**config.mk**
```make
export PLATFORM = sky130hd
export DESIGN_NAME = pwm_capture_flat
export DESIGN_NICKNAME = d
export VERILOG_FILES = /design/src/rtl/pwm_capture_if.sv /design/src/rtl/pwm_capture.sv /design/src/flat_wrapper.sv
export SDC_FILE = /design/constraint.sdc
export NUM_CORES = 1
export LEC_CHECK = 0
export CAP_MARGIN = 0
export CORE_MARGIN = 3
export CORE_UTILIZATION = 32
export CTS_CLUSTER_DIAMETER = 40
export CTS_CLUSTER_SIZE = 40
export DETAILED_ROUTE_END_ITERATION = 16
export GPL_ROUTABILITY_DRIVEN = 0
export PLACE_DENSITY = 0.53
export SLEW_MARGIN = 40
export SYNTH_ARGS = -nofsm -noshare
export SYNTH_HDL_FRONTEND = slang
export SYNTH_SLANG_ARGS = --single-unit
```
**constraint.sdc**
```tcl
create_clock -name clk -period 6.5 [get_ports clk]
set_clock_uncertainty 0.2 [all_clocks]
set_input_delay 1.3 -clock clk [delete_from_list [all_inputs] [get_ports clk]]
set_output_delay 1.3 -clock clk [all_outputs]
set_load 0.005 [all_outputs]
```
**src/rtl/pwm_capture_if.sv**
```systemverilog
// Measurement port bundle of pwm_capture: the raw PWM pin in, and the published
// measurement and line-health flags out.
interface pwm_capture_if #(
    parameter int CNT_W = 16
);
    logic             pwm_in;
    logic [CNT_W-1:0] high_cnt;
    logic [CNT_W-1:0] period_cnt;
    logic [3:0]       duty_tenths;
    logic             meas_valid;
    logic             overrun;
    logic             stuck_hi;
    logic             stuck_lo;

    modport master (
        input  pwm_in,
        output high_cnt, period_cnt, duty_tenths, meas_valid, overrun, stuck_hi, stuck_lo
    );

    modport slave (
        output pwm_in,
        input  high_cnt, period_cnt, duty_tenths, meas_valid, overrun, stuck_hi, stuck_lo
    );
endinterface

```
**src/rtl/pwm_capture.sv**
```systemverilog
// PWM receiver: measures high time and period of an asynchronous PWM input,
// publishes duty in 10 % steps via an 11-step serial divider, and flags stuck lines.
//
// state  | meaning
// IDLE   | line high or synchronizer warming up; waiting for a low level
// ARM    | line low; next rise starts a measured period
// HIGH   | counting high phase (hcnt) and period (pcnt)
// LOW    | counting period only; next rise captures and restarts
module pwm_capture #(
    parameter int CNT_W       = 16,
    parameter int SYNC_STAGES = 2
) (
    input  logic          clk,
    input  logic          rst_n,
    pwm_capture_if.master cap
);
    localparam int               N_W     = CNT_W + 4;
    localparam logic [CNT_W-1:0] CNT_MAX = '1;

    typedef enum logic [1:0] {S_IDLE, S_ARM, S_HIGH, S_LOW} state_t;

    logic [SYNC_STAGES-1:0] sync_q;
    logic [SYNC_STAGES-1:0] warm;
    logic                   pwm_s, pwm_d, rise, fall;
    state_t                 state;
    logic [CNT_W-1:0]       hcnt, pcnt, age;
    logic                   age_sat, pcnt_sat, capture;

    logic                   div_busy, div_free;
    logic [3:0]             div_it, div_q;
    logic [N_W-1:0]         div_n, div_d;
    logic [CNT_W-1:0]       div_h, div_p;

    assign pwm_s    = sync_q[SYNC_STAGES-1];
    assign rise     = pwm_s & ~pwm_d;
    assign fall     = ~pwm_s & pwm_d;
    assign age_sat  = (age == CNT_MAX - CNT_W'(1)) && !rise && !fall;
    assign pcnt_sat = (pcnt == CNT_MAX);
    assign capture  = (state == S_LOW) && rise && !pcnt_sat;
    assign div_free = !div_busy || (div_it == 4'd11);

    // warm fills once the synchronizer holds real samples, so a line that is
    // already high at reset release is not mistaken for a low level in IDLE
    always_ff @(posedge clk or negedge rst_n) begin
        if (!rst_n) begin
            sync_q <= '0;
            pwm_d  <= 1'b0;
            warm   <= '0;
        end else begin
            sync_q <= {sync_q[SYNC_STAGES-2:0], cap.pwm_in};
            pwm_d  <= pwm_s;
            warm   <= {warm[SYNC_STAGES-2:0], 1'b1};
        end
    end

    always_ff @(posedge clk or negedge rst_n) begin
        if (!rst_n) begin
            state        <= S_IDLE;
            hcnt         <= '0;
            pcnt         <= '0;
            age          <= '0;
            cap.stuck_hi <= 1'b0;
            cap.stuck_lo <= 1'b0;
        end else begin
            if (rise || fall) begin
                age <= '0;
            end else if (age != CNT_MAX) begin
                age <= age + CNT_W'(1);
            end

            if (fall) cap.stuck_hi <= 1'b0;
            if (rise) cap.stuck_lo <= 1'b0;

            case (state)
                S_IDLE: begin
                    if (warm[SYNC_STAGES-1] && !pwm_s) state <= S_ARM;
                end
                S_ARM: begin
                    if (rise) begin
                        hcnt  <= CNT_W'(1);
                        pcnt  <= CNT_W'(1);
                        state <= S_HIGH;
                    end
                end
                S_HIGH: begin
                    if (pcnt_sat) begin
                        state <= pwm_s ? S_IDLE : S_ARM;
                    end else begin
                        pcnt <= pcnt + CNT_W'(1);
                        if (fall) state <= S_LOW;
                        else      hcnt  <= hcnt + CNT_W'(1);
                    end
                end
                S_LOW: begin
                    if (pcnt_sat) begin
                        state <= pwm_s ? S_IDLE : S_ARM;
                    end else if (rise) begin
                        hcnt  <= CNT_W'(1);
                        pcnt  <= CNT_W'(1);
                        state <= S_HIGH;
                    end else begin
                        pcnt <= pcnt + CNT_W'(1);
                    end
                end
                default: state <= S_IDLE;
            endcase

            if (age_sat) begin
                if (pwm_s) begin
                    cap.stuck_hi <= 1'b1;
                    state        <= S_IDLE;
                end else begin
                    cap.stuck_lo <= 1'b1;
                    state        <= S_ARM;
                end
            end
        end
    end

    // N = 10*H + P/2 biases the truncating divide into round-half-up
    always_ff @(posedge clk or negedge rst_n) begin
        if (!rst_n) begin
            div_busy        <= 1'b0;
            div_it          <= '0;
            div_q           <= '0;
            div_n           <= '0;
            div_d           <= '0;
            div_h           <= '0;
            div_p           <= '0;
            cap.high_cnt    <= '0;
            cap.period_cnt  <= '0;
            cap.duty_tenths <= '0;
            cap.meas_valid  <= 1'b0;
            cap.overrun     <= 1'b0;
        end else begin
            cap.meas_valid <= div_busy && (div_it == 4'd11);
            cap.overrun    <= capture && !div_free;

            if (div_busy && (div_it == 4'd11)) begin
                cap.high_cnt    <= div_h;
                cap.period_cnt  <= div_p;
                cap.duty_tenths <= div_q;
            end

            if (capture && div_free) begin
                div_n    <= N_W'({hcnt, 3'b000}) + N_W'({hcnt, 1'b0}) + N_W'(pcnt >> 1);
                div_d    <= N_W'(pcnt);
                div_q    <= '0;
                div_it   <= '0;
                div_busy <= 1'b1;
                div_h    <= hcnt;
                div_p    <= pcnt;
            end else if (div_busy) begin
                if (div_it == 4'd11) begin
                    div_busy <= 1'b0;
                end else begin
                    if (div_n >= div_d) begin
                        div_n <= div_n - div_d;
                        div_q <= div_q + 4'd1;
                    end
                    div_it <= div_it + 4'd1;
                end
            end
        end
    end
endmodule

```
**src/flat_wrapper.sv**
```systemverilog
// flat-port wrapper written by rule: the top's interface ports become plain ports
module pwm_capture_flat 
#(
    parameter int CNT_W       = 16,
    parameter int SYNC_STAGES = 2
)
  (clk, rst_n, cap_pwm_in, cap_high_cnt, cap_period_cnt, cap_duty_tenths, cap_meas_valid, cap_overrun, cap_stuck_hi, cap_stuck_lo);
  pwm_capture_if #(.CNT_W(CNT_W)) cap_i ();
  input  logic clk;
  input  logic rst_n;
  input wire logic [$bits(cap_i.pwm_in)-1:0] cap_pwm_in;
  output wire logic [$bits(cap_i.high_cnt)-1:0] cap_high_cnt;
  output wire logic [$bits(cap_i.period_cnt)-1:0] cap_period_cnt;
  output wire logic [$bits(cap_i.duty_tenths)-1:0] cap_duty_tenths;
  output wire logic [$bits(cap_i.meas_valid)-1:0] cap_meas_valid;
  output wire logic [$bits(cap_i.overrun)-1:0] cap_overrun;
  output wire logic [$bits(cap_i.stuck_hi)-1:0] cap_stuck_hi;
  output wire logic [$bits(cap_i.stuck_lo)-1:0] cap_stuck_lo;
  assign cap_i.pwm_in = cap_pwm_in;
  assign cap_high_cnt = cap_i.high_cnt;
  assign cap_period_cnt = cap_i.period_cnt;
  assign cap_duty_tenths = cap_i.duty_tenths;
  assign cap_meas_valid = cap_i.meas_valid;
  assign cap_overrun = cap_i.overrun;
  assign cap_stuck_hi = cap_i.stuck_hi;
  assign cap_stuck_lo = cap_i.stuck_lo;
  pwm_capture #(.CNT_W(CNT_W), .SYNC_STAGES(SYNC_STAGES)) u_core (.clk(clk), .rst_n(rst_n), .cap(cap_i));
endmodule
```
Word-level counts from Yosys, hierarchy flattened
Cells that the tools add are included.

Output and inout port bits: 40. Bits in registers: 156. Input port bits: 3. Word-level logic and storage cells: 113.

Mux-type cells: 40. $add $sub $neg: 8. Order comparisons: 1. Equal/unequal tests: 14. Bitwise gates (word level): 4. Reduce and logical (&&, ||, !) cells: 26.

Operators with widths (number): $mux W16 (10); $pmux W16 S3 (2); $mux W20 (4); $add A16 B1 Y16 const B (3); $eq A16 B16 Y1 const B (2); $mux W4 (7); $add A19 B17 Y20 (1); $add A20 B15 Y20 (1); $ge A20 B16 Y1 (1); $sub A20 B16 Y20 (1); $ne A16 B16 Y1 const B (1); $mux W2 (6); $mux W1 (10); $add A4 B1 Y4 const B (2); $logic_and A1 B1 Y1 (8); $ne A2 B2 Y1 const B (4); $pmux W2 S4 (1); $reduce_and A4 Y1 (2); $logic_not A1 Y1 (6); $reduce_bool A2 Y1 (3); $eq A2 B2 Y1 const B (2); $eq A4 B4 Y1 const B (1); $ne A4 B1 Y1 const B (1); $reduce_and A2 Y1 (2); other kinds (9) (12).

Longest topological paths before layout
Depth in word-level cells: 7. Depth in mapped cells: 11. Gate-level depth less buffers: 11.

Least setup slack after synthesis
Ideal clock, no wire load.

Path kind: register to register. Start: reg u_core.hcnt[0]. End: reg u_core.div_n[16]. Clock period less this slack: 3.168 ns. Library setup time: 0.120 ns. Path buffers: 0. Required time: 6.180 ns. Setup slack: 3.332 ns. Cell stages (with the launch flop): 12. Arrival time: 2.848 ns. Cell sequence: dfrtp_1 > inv_1 > fa_1 > inv_1 > fa_1 > a211oi_1 > o21ai_0 > nand4_1 > a21boi_1 > o21a_1 > or3_1 > a31o_2.

Word-level cells in the longest chain between the ends: 3.

RTL lines: from (decl) (RTL line pwm_capture.sv:26) `logic [CNT_W-1:0] hcnt, pcnt, age;`; from (signal assigned) (RTL line pwm_capture.sv:91) `else hcnt <= hcnt + CNT_W'(1);`; $add A19 B17 Y20 (RTL line pwm_capture.sv:146) `div_n <= N_W'({hcnt, 3'b000}) + N_W'({hcnt, 1'b0}) + N_W'(pcnt >> 1);`; $add A20 B15 Y20 (RTL line pwm_capture.sv:146); $mux W20 (RTL line pwm_capture.sv:145) `if (capture && div_free) begin`; to (signal assigned) (RTL line pwm_capture.sv:146); to (signal assigned) (RTL line pwm_capture.sv:158) `div_n <= div_n - div_d;`; to (decl) (RTL line pwm_capture.sv:31) `logic [N_W-1:0] div_n, div_d;`.

No other way between the ends. A chain may end at the register's enable or synchronous reset.

Worst setup path after layout
Ends and elaborated chain as after synthesis.

==> results.toml <==
[outcome]
status = "complete, no violations"

[logic_synthesis]
synth_compound_area_share_pct = 15.18
synth_xor_area_share_pct = 6.090
synth_fa_ha_area_share_pct = 9.627
syn_nets = 945
yosys.area_share.simple_pct = 17.63
synth_warnings = 0
synth_edf_count = 0
ys_seq_elements = 156
seq_area_frac_synth_pct = 45.24
synthCells = 884
synth_mux_area_share_pct = 2.740
syn_area_mm2 = 0.008630
syn_avg_cell_area_um2 = 9.762
synth_cell_types = 72
synthFlopType = "dfrtp_1"
async_flop_share_pct = 100.0
synth_top_family_by_area = "simple AND/OR/NAND/NOR gates"

[die]
die_x_um = 170.2
core-area_mm2 = 0.02628
io_pins = 43
dieArea_mm2 = 0.02897
start_util_pct = 32.84
core.rowCount = 59
die_h_um = 170.2

[clock_network]
root_buffer = "clkbuf_16"
clk_pin_slew_ns = 0.07
insertion_delay_ns = 0.43
numCtsBuffers = 17
cts_buffer_depth = 2
cts_tree = "done"
ctsResizeCount = 0
cts_setup_buffers = 0
htree_levels = 4
hold_buffers = 0
cts_sinks = 156

[detailed_routing]
drcViolationCount = 0
routed_wirelength_mm = 19.25
via_count = 6242
via_per_inst = 4.911
ant_nets = 0
drt_iter0_drc = 319
drt_pass1_iterations = 4
routedWlPerCell_um = 15.15

[worst_hold_path]
min_path_cells = 0
worst_hold_path_type = "reg2reg"
min_to = "u_core.warm[1]"
holdCritStartpoint = "u_core.warm[0]"

[power]
combPwrFrac_pct = 37.3
clkPwrFrac_pct = 28.4
p_leak_uw = 0.004596
swShare_pct = 36.25
intPower_uw = 2402
seqPwrFrac_pct = 34.3
irDropWorstVdd_mv = 0.1605
power_switching_uw = 1366
p_per_area_mw_per_mm2 = 374.9

[timing]
grt_setup_unrepaired = "no"
layout_min_cycle_time_ns = 3.495
slew-limit-headroom_pct = 51.99
fmax_mhz = 286.1
finalHoldViolCount = 0
fin_crit_sh_pct = 53.77
finalSetupViolations = 0
slew_viol_final = 0
finalSetupTns_ns = 0
whs_ns = 0.1533
worst_slew_pin_slew_ns = 0.7135

[setup_path]
worstPathMaxFanout = 5
crit_path_end_kind = "flop"
start_kind = "flop"
critPathArrivalTime_ns = 3.61
crit_start = "u_core.hcnt[0]"
reg2reg_from = "u_core.hcnt[0]"
required_ns = 6.61
r2r-end = "u_core.div_n[16]"
r2r_setup_slack_ns = 3.00
crit_type = "reg2reg"
reg2regPathDepth = 11

[layout]
final_nets = 984
fillers = 2610
syn_to_final_growth_pct = 16.46
layout_commonest_cell = "dfrtp_1"
final_cell_mix = "dfrtp_1, nand2_1, o21ai_0"
drive_above_1_share_pct = 9.615
fin_util_pct = 38.24
num_antenna_cells = 0

[place]
dp_hpwl_mm = 13.64
io_buffer_count = 42

[grt]
overflow = 0
grt.total_usage_pct = 14.13
grt_pass1_wl_mm = 32.98
grt_max_degree = 67
grt_pass1_vias = 6391
antenna_found_initial = 0

[job]
max-cap-violations = 0
==> worst max-delay path, cell delays in order, from the launching register on <==
cell and delay [ns]:
dfrtp_1 0.41, inv_1 0.12, fa_1 0.52, inv_1 0.07, fa_1 0.48, a211oi_1 0.38
o21ai_0 0.22, nand4_1 0.16, a21boi_1 0.10, o21a_1 0.18, or3_1 0.30, a31o_2 0.23
==> logic make-up (layout without fill, tap and decap cells) <==
logic type / after synthesis / count (layout)
compound gates: 202 / 202
xor+xnor: 60 / 60
fa+ha+maj: 58 / 58
buf+inv: 69 / 121
flops: 156 / 156
mux: 21 / 21
other cells: 1 / 1
simple gates: 317 / 317
==> stage by stage <==
step	instances	power (uW)	instance area, um^2	setup slack, ns
2_1_floorplan	884	2334	8630	3.332
3_3_place_gp	1237	2691	9387	3.040
3_5_place_dp	1238	2706	9402	3.019
4_1_cts	1270	3804	10030	2.987
5_1_grt	1271	4082	10050	2.779
6_report	1271	3767	10050	3.005
==> routing by layer <==
layer  share of wire (%)  track usage, %
met2                  42           20.72
met1                  52           20.94
met4                 1.5           4.374
met5                   0               0
met3                 3.8           2.880
==> area by class of cell <==
| cell class | instances | area (um^2) | area share [%] |
|---|---|---|---|
| Tap cell | 335 | 419.2 | 4.171 |
| Timing Repair Buffer | 49 | 485.5 | 4.831 |
| Sequential cell | 156 | 3904 | 38.84 |
| Clock inverter | 13 | 177.7 | 1.768 |
| Inverter | 40 | 150.1 | 1.494 |
| Clock buffer | 19 | 452.9 | 4.507 |
| Multi-Input combinational cell | 659 | 4461 | 44.39 |
==> power groups by stage <==
stage | Combinational, uW | Sequential (uW) | Clock [uW]
after floorplan | 1060 | 1270 | 0
after global placement | 1380 | 1310 | 0
after detailed placement | 1400 | 1310 | 0
after CTS | 1410 | 1290 | 1100
after global routing | 1620 | 1320 | 1140
final | 1400 | 1290 | 1070
==> how the worst max path moves through the flow <==
stage	to
finish	u_core.div_n[16]
global route	u_core.div_n[16]
CTS	u_core.div_n[16]
detailed placement	u_core.div_n[16]
global placement	u_core.div_n[16]
floorplan	u_core.div_n[16]
==> flip-flops by register name (all words and copies together) (netlist names), 16 cells and up <==
name                   flops
u_core.div_n              20
u_core.age                16
u_core.cap.high_cnt       16
u_core.cap.period_cnt     16
u_core.div_d              16
u_core.div_h              16
u_core.hcnt               16
u_core.pcnt               16
==> synthesized netlist by cell type (all sizes together) (4+ instances only) <==
library cell	n	area, um^2
buf	16	98.84
a31oi	17	142.6
nor2b	5	31.28
mux2	21	236.5
and3	17	106.4
ha	44	550.5
xnor2	27	236.5
o21ai	82	410.4
inv	40	150.1
o21a	4	30.03
o22ai	4	25.02
a21oi	34	170.2
and4	9	81.33
nand3	23	115.1
nand4	9	71.32
o31ai	4	48.79
a21o	10	78.83
and2	14	87.58
clkbuf	13	48.80
nand2b	6	37.54
or3	8	51.30
nor3	20	111.4
nand2	142	538.0
nor2	51	191.4
a21boi	5	41.29
fa	14	280.3
o211ai	8	65.06
a211oi	12	95.09
xor2	33	289.0
dfrtp	156	3904
Note: power is estimated with default switching activity, not from simulation.
